===== src/rtl/datapath_pkg.sv =====
// Shared datapath types for the matrix load/store unit: scalar widths,
// queue entry layout, FSM states and the scratchpad request bundle.
package datapath_pkg;

  localparam int unsigned WORD_W    = 32;
  localparam int unsigned MATBITS_W = 4;
  localparam int unsigned IMM_W     = 11;

  typedef logic [WORD_W-1:0]    word_t;
  typedef logic [MATBITS_W-1:0] matbits_t;

  typedef enum logic {
    M_LOAD  = 1'b0,
    M_STORE = 1'b1
  } matrix_mem_t;

  typedef enum logic [1:0] {
    MLS_IDLE = 2'd0,
    MLS_REQ  = 2'd1,
    MLS_WAIT = 2'd2,
    MLS_DONE = 2'd3
  } mls_state_e;

  typedef struct packed {
    matrix_mem_t      mem_type;
    matbits_t         rd;
    logic [IMM_W-1:0] imm;
    word_t            addr;
    word_t            stride;
  } mls_entry_t;

  typedef struct packed {
    logic             done;
    logic [1:0]       ls_out;
    matbits_t         rd_out;
    logic [IMM_W-1:0] imm_out;
    word_t            address;
    word_t            stride_out;
  } matrix_ls_t;

  localparam logic [1:0] MLS_LS_LOAD  = 2'b10;
  localparam logic [1:0] MLS_LS_STORE = 2'b01;

  function automatic word_t sext_imm(input logic [IMM_W-1:0] v);
    return word_t'({{(WORD_W-IMM_W){v[IMM_W-1]}}, v});
  endfunction

endpackage


===== src/rtl/fu_matrix_ls_fifo.sv =====
// Synchronous FIFO of matrix load/store entries; head is the oldest entry.
module fu_matrix_ls_fifo
  import datapath_pkg::*;
#(
  parameter int unsigned DEPTH = 2
) (
  input  logic                     clk,
  input  logic                     rst,
  input  logic                     push,
  input  logic                     pop,
  input  mls_entry_t               din,
  output mls_entry_t               head,
  output logic [$clog2(DEPTH):0]   count,
  output logic                     full,
  output logic                     empty
);

  localparam int unsigned PTR_W = $clog2(DEPTH);
  localparam int unsigned CNT_W = PTR_W + 1;

  mls_entry_t       mem [DEPTH];
  logic [PTR_W-1:0] wptr;
  logic [PTR_W-1:0] rptr;

  always_ff @(posedge clk) begin
    if (push) begin
      mem[wptr] <= din;
    end
  end

  // Pointers wrap naturally at the power-of-two depth.
  always_ff @(posedge clk) begin
    if (rst) begin
      wptr  <= '0;
      rptr  <= '0;
      count <= '0;
    end else begin
      if (push) wptr <= wptr + PTR_W'(1);
      if (pop)  rptr <= rptr + PTR_W'(1);
      case ({push, pop})
        2'b10:   count <= count + CNT_W'(1);
        2'b01:   count <= count - CNT_W'(1);
        default: count <= count;
      endcase
    end
  end

  assign head  = mem[rptr];
  assign full  = (count == CNT_W'(DEPTH));
  assign empty = (count == '0);

endmodule


===== src/rtl/fu_matrix_ls.sv =====
// Matrix load/store unit: queues issued LD/ST ops, presents one request at a
// time to the scratchpad and pulses done back to issue on completion.
module fu_matrix_ls
  import datapath_pkg::*;
#(
  parameter int unsigned DEPTH = 2
) (
  input  logic             CLK,
  input  logic             RST,
  input  logic             en,
  input  matrix_mem_t      mem_type,
  input  matbits_t         rd,
  input  word_t            rdat1,
  input  word_t            rdat2,
  input  logic [IMM_W-1:0] imm,
  output logic             ready,
  input  logic             spad_ack,
  input  logic             spad_done,
  output matrix_ls_t       mls,
  output logic             busy
);

  localparam int unsigned CNT_W = $clog2(DEPTH) + 1;

  mls_state_e       state;
  mls_state_e       state_next;
  mls_entry_t       entry_in;
  mls_entry_t       head;
  logic [CNT_W-1:0] count;
  logic             full;
  logic             empty;
  logic             push;
  logic             pop;

  assign ready = !full;
  assign push  = en && ready;
  assign pop   = (state == MLS_DONE);

  always_comb begin
    entry_in          = '0;
    entry_in.mem_type = mem_type;
    entry_in.rd       = rd;
    entry_in.imm      = imm;
    entry_in.addr     = rdat1 + sext_imm(imm);
    entry_in.stride   = rdat2;
  end

  fu_matrix_ls_fifo #(
    .DEPTH(DEPTH)
  ) u_fifo (
    .clk  (CLK),
    .rst  (RST),
    .push (push),
    .pop  (pop),
    .din  (entry_in),
    .head (head),
    .count(count),
    .full (full),
    .empty(empty)
  );

  always_ff @(posedge CLK) begin
    if (RST) state <= MLS_IDLE;
    else     state <= state_next;
  end

  // count still includes the head being popped in DONE.
  always_comb begin
    state_next = state;
    case (state)
      MLS_IDLE: if (!empty || push) state_next = MLS_REQ;
      MLS_REQ: begin
        if (spad_ack && spad_done) state_next = MLS_DONE;
        else if (spad_ack)         state_next = MLS_WAIT;
      end
      MLS_WAIT: if (spad_done) state_next = MLS_DONE;
      MLS_DONE: begin
        if (count > CNT_W'(1) || push) state_next = MLS_REQ;
        else                           state_next = MLS_IDLE;
      end
      default: state_next = MLS_IDLE;
    endcase
  end

  always_comb begin
    mls  = '0;
    busy = (state != MLS_IDLE) || !empty;
    if (state != MLS_IDLE) begin
      mls.rd_out     = head.rd;
      mls.imm_out    = head.imm;
      mls.address    = head.addr;
      mls.stride_out = head.stride;
    end
    case (state)
      MLS_REQ:  mls.ls_out = (head.mem_type == M_LOAD) ? MLS_LS_LOAD : MLS_LS_STORE;
      MLS_DONE: mls.done   = 1'b1;
      default:  ;
    endcase
  end

endmodule


===== config.mk =====
export PLATFORM = sky130hd
export DESIGN_NAME = fu_matrix_ls
export DESIGN_NICKNAME = d
export VERILOG_FILES = /design/src/rtl/datapath_pkg.sv /design/src/rtl/fu_matrix_ls_fifo.sv /design/src/rtl/fu_matrix_ls.sv
export SDC_FILE = /design/constraint.sdc
export NUM_CORES = 1
export LEC_CHECK = 0
export CAP_MARGIN = 40
export CORE_AREA = 2 2 129 131
export CTS_BUF_LIST = sky130_fd_sc_hd__clkbuf_16
export DETAILED_ROUTE_END_ITERATION = 8
export DIE_AREA = 0 0 131 133
export PLACE_DENSITY_LB_ADDON = 0.1
export SYNTH_ARGS = -nofsm -noshare
export SYNTH_HDL_FRONTEND = slang
export SYNTH_SLANG_ARGS = --single-unit

===== constraint.sdc =====
create_clock -name CLK -period 7 [get_ports CLK]
set_input_delay 2.1 -clock CLK [delete_from_list [all_inputs] [get_ports CLK]]
set_output_delay 2.1 -clock CLK [all_outputs]
set_load 0.03 [all_outputs]

==> metrics.txt, run 1 <==
status finished clean; clock-pin slew on the worst setup and hold paths about 0.060 ns; Clock power frac 23.5%; Starting Density around half; Hold Path Origin u_fifo.rptr; Worst R2R Setup Slack approximately 4.5 ns; port bufs roughly 170; Comb pwr share 39.4%; GPL Wtd Cong a little under 0.9; max capacitance violation total 0; Vias around 5300; hold path depth 2; Tcrit/Tclk final roughly three quarters; Period minus WS final roughly 5.2 ns; Cells after Synth 608; Synth cell types 55; adder-cell share of the synthesized area under 10%; total CTS buffers 17; Multi-input gate area between 2000 and 3000 um^2; Sequential Area slightly below 5000 um^2; crit path DAT around 5.3 ns; Critical Setup Path Class in -> reg; syn_area_per_cell 13.2 um^2; Setup Fix Bufs, Post-CTS 0; Yosys reg bits 167; final cell count without fillers 1008; highest clock rate approximately 190 MHz; Synthesis Warnings 0; crit-path max FO 24; r2r worst-path depth 5; Post-Synthesis Cell Area 8020 um^2; Die Wd roughly 130 um; fill count about 1300; nets 900; number of global-route vias before repair 5287; R2R Path End u_fifo.mem[1][53]; Root Buffer Master clkbuf_16; dpl hpwl ~12000 um; top cells by count, synth edfxtp_1 (160), nor2_1 (105), mux2i_1 (81), ha_1 (39), a21oi_1 (25); CTS resizes 0; Worst path slowest cell clkdlybuf4s50_1; RSZ-0062 raised after global routing false; net switching power between 1 and 1.5 mW; vias per inst approximately 5.3; hold_buf cts 0; internal power between 2 and 2.5 mW; Die Y 133 um; Max clock buf depth 2; core area 16200 um^2; EDFF count, synth 160; max incr delay on CP between 0.9 and 1 ns; full die area ~17000 um^2; sequential share of power between 30% and 40%; Yosys top cell area share roughly three fifths; register area share after synthesis about three fifths; prevailing post-synth register cell edfxtp_1; GRT Total Usage around a fifth; compound-cell area share of the yosys netlist under 10%; # IOs ~170; Net Sw Frac 35.7%; final antenna-violating net count 0; Post-Synth Simple-Gate Area around 8.4%; pin count of the biggest net entering global routing between 40 and 50; row count 47; CP endpoint kind flop; Pwr per Cell Area 353 nW/um^2; leakage ~3.7 nW; xor/xnor share of the synthesized area roughly 3.6%; CTS tree done; drt wl/cell around 17 um; Initial DRC Count ~350; Syn Nets 733; drt pass-1 iters 4; top post-synthesis cells by area edfxtp_1 (60%), mux2i_1 (10%), ha_1 (6.1%); Hold Fails Final Rpt 0; clk_lat worst skew roughly 0.4 ns; crit start category input port; placed cells 976; maximum vdd drop ~180 uV; # setup viols final 0; Slew @ Worst Pin roughly 0.91 ns; reg-to-reg startpoint u_fifo.count[0]; worst-case clock skew approximately 0.0063 ns; Worst Hold Class reg -> reg; Overflow after GRT 0; Total Wirelength approximately 17000 um; most common cell in the netlist edfxtp_1; post-synth top area cell edfxtp_1; Req. time, crit path around 7 ns; worst path cell trace clkdlybuf4s50_1, ha_1, a21o_1, a21oi_1, o21ai_0, o2111a_1, a2111oi_4, nor2_1, a311oi_1, a211oi_1; post-synthesis mux area share between 10% and 20%; fraction of registers with async set/reset 0%; Sink Count 167; first-pass GRT wire length between 20000 and 30000 um; antenna violations before repair 0; largest family of logic cells by synthesized area multiplexers; Slew headroom 39.4%; CTS H-tree depth 4; antenna cell count 0; layout cells sized above 1 under 10%; Final TNS setup 0 ns; drt drc 0; Layout area overhead 31.2%; endpoint of the worst hold path u_fifo.rptr; Final Slew Violations 0
[cells by family after synthesis]
logic type	count (synthesis)
adder cells (fa/ha/maj)	40
AO/OA/AOI/OAI	89
multiplexers	81
buffers and inverters	42
flip-flops	167
AND/OR/NAND/NOR	156
XOR/XNOR	33
[layer usage]
| layer | vias up | track usage [%] | share of wire [%] |
|---|---|---|---|
| met3 | 25 | 3.68 | 5.0 |
| met1 | 2553 | 24.7 | 43 |
| met5 | - | 0 | 0 |
| met4 | 0 | 7.09 | 1.7 |
| li1 | 2604 | - | - |
| met2 | 162 | 34.3 | 50 |
[worst max-delay path by stage]
stage	to	depth (start not counted)	from
after detailed placement	u_fifo.mem[1][58]	10	imm[10]
final	u_fifo.mem[1][58]	10	imm[10]
after global placement	u_fifo.mem[0][63]	10	imm[10]
after CTS	u_fifo.mem[1][58]	10	imm[10]
after floorplan	u_fifo.mem[0][0]	3	en
after global routing	u_fifo.mem[1][58]	10	imm[10]
[power by group through the flow]
| stage | Clock (mW) | Combinational (mW) | Sequential [mW] |
|---|---|---|---|
| after detailed placement | 0 | 1.48 | 1.40 |
| after global routing | 0.932 | 1.57 | 1.39 |
| after CTS | 0.890 | 1.48 | 1.38 |
| final | 0.873 | 1.46 | 1.38 |
| after floorplan | 0 | 0.905 | 1.39 |
| after global placement | 0 | 1.42 | 1.41 |
[registers in the layout, indices dropped and copies added (netlist names), named ones only]
name	count
u_fifo.rptr	1
u_fifo.mem	160
u_fifo.count	2
u_fifo.wptr	1
state	2
[worst max-delay path, delay by kind of cell]
kind	cells	cell delay, ns
simple gates	1	0.15
fa+ha+maj	1	0.61
compound gates	7	1.57
buf+inv	1	0.91
[layout make-up]
| cell class | count | share of cell area [%] |
|---|---|---|
| clock buffers | 17 | 4.04 |
| clock inverters | 15 | 1.22 |
| inverters | 16 | 0.571 |
| multi-input cells | 399 | 27.8 |
| flip-flops and latches | 167 | 47.0 |
| well taps | 220 | 2.62 |
| repair buffers | 174 | 16.7 |
[placed cells by master, fill, tap and decap left out, types with 2 or more instances in the layout]
cell type,instances
edfxtp_1,160
clkinvlp_4,3
o21ai_1,4
buf_4,4
nand2_1,15
a311oi_1,2
a21o_1,14
o2111ai_1,3
inv_1,17
nand3_1,6
nand4_1,4
clkbuf_16,17
a21oi_1,25
nor2_1,104
nand2b_1,4
inv_6,2
xor2_1,10
clkdlybuf4s50_1,168
nor3_1,3
clkinv_2,2
ha_1,38
o211ai_1,4
o21ai_0,12
and3_1,5
a211oi_1,5
dfxtp_1,6
and2_1,3
xnor2_1,23
clkinv_1,2
mux2i_1,81
nor2b_1,3
and4_1,2
clkinv_4,3
[per-stage QoR]
step	power (mW)	setup slack (ns)	hold slack (ns)	instance area, um^2	utilization (%)
after floorplan	2.30	0.692	0.481	8020	-
after global placement	2.83	1.60	0.496	9920	61.3
after detailed placement	2.87	1.47	0.500	9970	61.6
after CTS	3.75	1.91	0.521	10500	65.1
after global routing	3.89	1.58	0.550	10500	65.1
final	3.71	1.81	0.515	10500	65.1
No activity file was read; power rests on OpenSTA's default activity.
==> run 2, diff against run 1 <==
CORE_AREA = 2 2 136 138   (was 2 2 129 131)
DIE_AREA = 0 0 138 140   (was 0 0 131 133)
clock period = 4.75 ns   (was 7 ns; I/O delays follow)
==> run 2 against run 1 <==
  * Global-route usage is 1.6 points lower
  * Register-to-register slack worse by 2.1 ns
  * Critical path depth is 1 higher
  * Core utilization is 5.5 points lower
  * Design area is 0.73% higher
  * Combinational power is 49% higher
==> metrics.txt, run 2 (synthesis results as in run 1) <==
Initial DRC Count 234 (-34%); Top delay family on crit path compound AO/OA/AOI/OAI gates; Period minus WS final 4.22 ns; full die area 19300 um^2 (+11%); leakage 3.72 nW (+1.0%); CTS tree done; CTS resizes 0 (unchanged); Critical Setup Path Class in -> reg; Total Wirelength 17200 um (+1.9%); vias per inst 5.25 (-0.97%); CTS H-tree depth 4 (unchanged); Worst path slowest cell clkdlybuf4s50_1; Regs by FF count u_fifo.mem x160, state x2, u_fifo.count x2; Die Y 140 um (+5.3%); RSZ-0062 raised after global routing false; clock-pin slew on the worst setup and hold paths 0.06 ns (about the same); Die Wd 138 um (+5.3%); met1 wire length 7210 um (-0.18%); r2r worst-path depth 6 (+1); Final Hold Slack 0.515 ns (-0.000567 ns); Hold Fails Final Rpt 0 (unchanged); Final Total Pwr 5.47 mW (+47%); Root Buffer Master clkbuf_16; Net Sw Frac 35.5% (-0.20 points); commonest non-fill, non-tap cells in the layout clkdlybuf4s50_1 (168), edfxtp_1 (160), nor2_1 (104); highest clock rate 237 MHz; first-pass GRT wire length 27700 um (+4.1%); number of global-route vias before repair 5508 (+4.2%); GPL Wtd Cong 0.887 (-0.92%); drt pass-1 iters 5 (+1); met2 WL 8770 um (+2.9%); Sink Count 167 (unchanged); final instance area 10600 um^2 (+0.73%); most common cell after layout, fill and taps aside clkdlybuf4s50_1; Vias 5376 (+0.60%); row count 49 (+4.3%); # IOs 169 (unchanged); CP endpoint kind flop; layout cells sized above 1 6.67% (+0.70 points); antenna cell count 0 (unchanged); Max clock buf depth 2 (unchanged); Worst R2R Setup Slack 2.41 ns (-2.06 ns); placed inst area 10100 um^2 (+0.97%); pin count of the biggest net entering global routing 69 (+47%); R2R Path End u_fifo.mem[0][28]; fill count 1417 (+12%); reg-to-reg startpoint u_fifo.count[0]; sequential share of power 37.4% (+0.3 points); Tcrit/Tclk final between 80% and 90%; Clock power frac 22.9% (-0.6 points); status finished clean; max capacitance violation total 0 (unchanged); drt wl/cell 16.8 um (+0.33%); Overflow after GRT 0 (unchanged); Req. time, crit path 4.90 ns (-2.25 ns); crit path DAT 4.37 ns (-0.97 ns); internal power 3.52 mW (+48%); Slew headroom 48.8% (+9.4 points); GRT Total Usage 18.2% (-1.6 points); Final Slew Violations 0 (unchanged); Starting Density 45.1% (-4.5 points); Most flops, register u_fifo.mem; worst-case clock skew 0.00750 ns (+0.00122 ns); worst path cell trace clkdlybuf4s50_1, ha_1, fa_1, a21oi_1, o22ai_1, a211o_1, a21o_1, a2111oi_4, nor2_1, a311oi_1, a211oi_1; # setup viols final 0 (unchanged); drt drc 0 (unchanged); crit-path max FO 3 (-88%); Layout area overhead 32.2%; Largest register FFs 160 (unchanged); hold_buf cts 0 (unchanged); Worst Setup EP u_fifo.mem[0][58]; total CTS buffers 17 (unchanged); final core occ 59.6% (-5.5 points); Worst Hold Class reg -> reg; port bufs 168 (unchanged); max incr delay on CP 0.45 ns (-0.46 ns); antenna violations before repair 0 (unchanged); Slew @ Worst Pin 0.769 ns (-0.138 ns); core area 17800 um^2 (+9.9%); final antenna-violating net count 0 (unchanged); Top Metal Used met4; routed wl met3 798 um (-6.4%); clk_lat worst skew 0.42 ns (about the same); WP depth 11 (+1); Pwr per Cell Area 516 nW/um^2 (+46%); WP buf/inv 1 (unchanged); crit path from imm[0]; Comb pwr share 39.7% (+0.3 points); dpl hpwl 12100 um (+2.4%); crit start category input port; Setup Fix Bufs, Post-CTS 0 (unchanged); maximum vdd drop 274 uV (+54%); Final TNS setup 0 ns (unchanged); nets 909 (+1.0%); net switching power 1.94 mW (+47%)
[run 2: cell types whose count changed in the layout (fill, tap and decap cells not counted)]
cell        delta
buf_4          +7
buf_12         +3
buf_16         -1
clkinv_1       +1
clkinv_2       -1
clkinv_4       -1
clkinvlp_4     -1
inv_6          +1
inv_8          -1
[run 2: worst min-delay path by stage]
stage / start / end / slack, ns / cells after the start
2_1_floorplan: u_fifo.rptr / flop / 0.48 / 2
3_3_place_gp: u_fifo.rptr / flop / 0.50 / 2
3_5_place_dp: u_fifo.rptr / flop / 0.51 / 2
4_1_cts: u_fifo.rptr / u_fifo.rptr / 0.52 / 2
5_1_grt: u_fifo.rptr / flop / 0.56 / 2
6_report: u_fifo.rptr / u_fifo.rptr / 0.51 / 2
[run 2: cell type report]
| class | count | area, um^2 | share of cell area (%) |
|---|---|---|---|
| sequential | 167 | 4950 | 46.7 |
| multi-input combinational | 399 | 2920 | 27.6 |
| timing repair buffer | 183 | 1840 | 17.4 |
| clock buffer | 17 | 425 | 4.01 |
| tap | 229 | 287 | 2.70 |
| clock inverter | 13 | 109 | 1.03 |
| inverter | 16 | 60.1 | 0.567 |
[run 2: metrics by stage]
step	setup WS, ns	std cells
finish	0.531	1024
CTS	0.539	1024
global placement	0.176	994
detailed placement	0.121	994
floorplan	0.457	608
global route	0.412	1024
[run 2: routing by layer]
layer  GRT usage [%]  vias to the layer above
met2            32.4                      170
met5               0                        -
met1            21.3                     2569
met4            7.30                        0
li1                -                     2608
met3            4.17                       29
[run 2: worst register-to-register path, delay by kind of cell, from the launching register on]
| kind | cells | cell delay (ns) |
|---|---|---|
| and+or+nand+nor | 2 | 0.70 |
| buffers and inverters | 3 | 0.67 |
| DFF | 1 | 0.37 |
| adders and majority gates | 1 | 0.21 |
[run 2: power groups by stage]
stage          Sequential, mW  Combinational [mW]  Clock (mW)
6_report                 2.05                2.17        1.25
3_3_place_gp             2.06                2.17           0
5_1_grt                  2.07                2.33        1.33
3_5_place_dp             2.08                2.19           0
4_1_cts                  2.05                2.20        1.27
2_1_floorplan            2.04                1.33           0
==> run 3, diff against run 2 <==
CORE_AREA = 5 5 139 141   (was 2 2 136 138)
DIE_AREA = 0 0 144 146   (was 0 0 138 140)
==> run 3 against run 2 <==
  * Combinational power about the same
  * Non-clock buffer count down 7
  * Die area grew 8.8%
  * Sequential power is essentially flat
  * Flip-flop and latch count stayed put
  * Register-to-register slack improved by 0.07 ns
  * Clock power up 6%
  * Critical endpoint unchanged
  * Clock skew is essentially flat
  * Sequential share of layout area barely moved
  * Final cell count fell by 0.39%
  * Worst hold slack gained 0.00098 ns
==> metrics.txt, run 3 (synthesis results as in run 1) <==
drt pass-1 iters 6 (+1); grt met2 use 29.7% (-2.7 points); leakage 3.71 nW (-0.26%); Root Buffer Master clkbuf_16; RSZ-0062 raised after global routing false; total CTS buffers 17 (unchanged); Total Wirelength 17700 um (+2.6%); drt wl/cell 17.3 um (+3.0%); crit-path max FO 3 (unchanged); clock-pin slew on the worst setup and hold paths 0.07 ns (about the same); Vias 5279 (-1.8%); drt drc 0 (unchanged); crit start category input port; Starting Density 44.9% (-0.15 points); highest clock rate 238 MHz (+0.22%); nets 902 (-0.77%); dpl hpwl 12500 um (+2.8%); Tcrit/Tclk final 88.6% (-0.19 points); CP endpoint kind flop; Slew @ Worst Pin 0.768 ns (-0.000994 ns); crit path DAT 4.36 ns (about the same); Hold Fails Final Rpt 0 (unchanged); status finished clean; clk_lat worst skew 0.41 ns (about the same); # IOs 169 (unchanged); hold_buf cts 0 (unchanged); full die area 21000 um^2 (+8.8%); layout cells sized above 1 6.46% (-0.21 points); antenna violations before repair 0 (unchanged); Overflow after GRT 0 (unchanged); Final Slew Violations 0 (unchanged); number of global-route vias before repair 5624 (+2.1%); Layout area overhead 32.0% (about the same); GRT Total Usage 17.0% (-1.2 points); row count 49 (unchanged); Die Wd 144 um (+4.3%); met3 usage 3.98% (-0.19 points); fill count 1430 (+0.92%); Most Used Layer, Global Route met2; first-pass GRT wire length 28000 um (+1.2%); CTS resizes 0 (unchanged); most common cell after layout, fill and taps aside clkdlybuf4s50_1; Final Total Pwr 5.54 mW (+1.4%); max capacitance violation total 0 (unchanged); Worst Hold Class reg -> reg; Initial DRC Count 188 (-20%); Setup Fix Bufs, Post-CTS 0 (unchanged); Slew headroom 48.8% (+0.066 points); Regs by FF count u_fifo.mem x160, state x2, u_fifo.count x2; grt met1 use 20.2% (-1.2 points); core area 17800 um^2 (+0.34%); pin count of the biggest net entering global routing 51 (-26%); Final TNS setup 0 ns (unchanged); commonest non-fill, non-tap cells in the layout clkdlybuf4s50_1 (168), edfxtp_1 (160), nor2_1 (104); Pwr per Cell Area 523 nW/um^2 (+1.5%); Req. time, crit path 4.90 ns (about the same); CTS tree done; Most flops, register u_fifo.mem; worst-case clock skew 0.00761 ns (+0.000115 ns); Max clock buf depth 2 (unchanged); Die Y 146 um (+4.3%); Period minus WS final 4.21 ns (-0.00907 ns); vias per inst 5.18 (-1.4%); # setup viols final 0 (unchanged); Critical Setup Path Class in -> reg; maximum vdd drop 306 uV (+12%); Largest register FFs 160 (unchanged); Sink Count 167 (unchanged); GPL Wtd Cong 0.823 (-7.2%); CTS H-tree depth 4 (unchanged); port bufs 168 (unchanged); final antenna-violating net count 0 (unchanged)
==> run 3: per-stage QoR <==
step	hold WS [ns]	cells	setup WS [ns]	area (um^2)	utilization [%]
after floorplan	0.481	608	0.457	8020	-
after global placement	0.492	987	0.151	10000	56.2
after detailed placement	0.499	987	0.126	10000	56.2
after CTS	0.521	1019	0.571	10600	59.3
after global routing	0.561	1019	0.366	10600	59.3
final	0.516	1020	0.540	10600	59.4
==> run 3: worst paths after layout <==
kind | slack [ns] | cells past startpoint | from | end
min reg2reg | 0.52 | 2 | u_fifo.rptr | u_fifo.rptr
max | 0.54 | 11 | imm[0] | u_fifo.mem[0][58]
min | 0.52 | 2 | u_fifo.rptr | u_fifo.rptr
max reg2reg | 2.48 | 5 | u_fifo.count[0] | u_fifo.mem[1][29]
==> run 3: report_power, final <==
part / total (mW) / internal, mW / switching (mW)
logic: 2.18 / 0.863 / 1.31
clock network: 1.32 / 0.735 / 0.584
registers: 2.05 / 1.95 / 0.0987
==> run 3: area by class of cell <==
type                       instances  area (um^2)  area share [%]
sequential                       167         4950            46.7
multi-input combinational        399         2930            27.7
timing repair buffer             176         1790            16.9
clock buffer                      17          425            4.02
tap                              229          287            2.71
clock inverter                    15          140            1.32
inverter                          16         60.1           0.567
antenna                            1         2.50          0.0236
==> run 3: critical path: stages <==
cell and delay (ns):
clkdlybuf4s50_1 0.44, ha_1 0.26, fa_1 0.43, a21oi_1 0.21, o22ai_1 0.16, a211o_1 0.32
a21o_1 0.24, a2111oi_4 0.37, nor2_1 0.15, a311oi_1 0.28, a211oi_1 0.08
==> run 3: layer usage <==
layer | up-vias | share of wire [%] | routed length, um
met5 | - | 0 | 0
met1 | 2508 | 41 | 7260
met3 | 26 | 5.7 | 1000
met4 | 0 | 1.8 | 325
met2 | 145 | 51 | 9080
li1 | 2600 | - | -
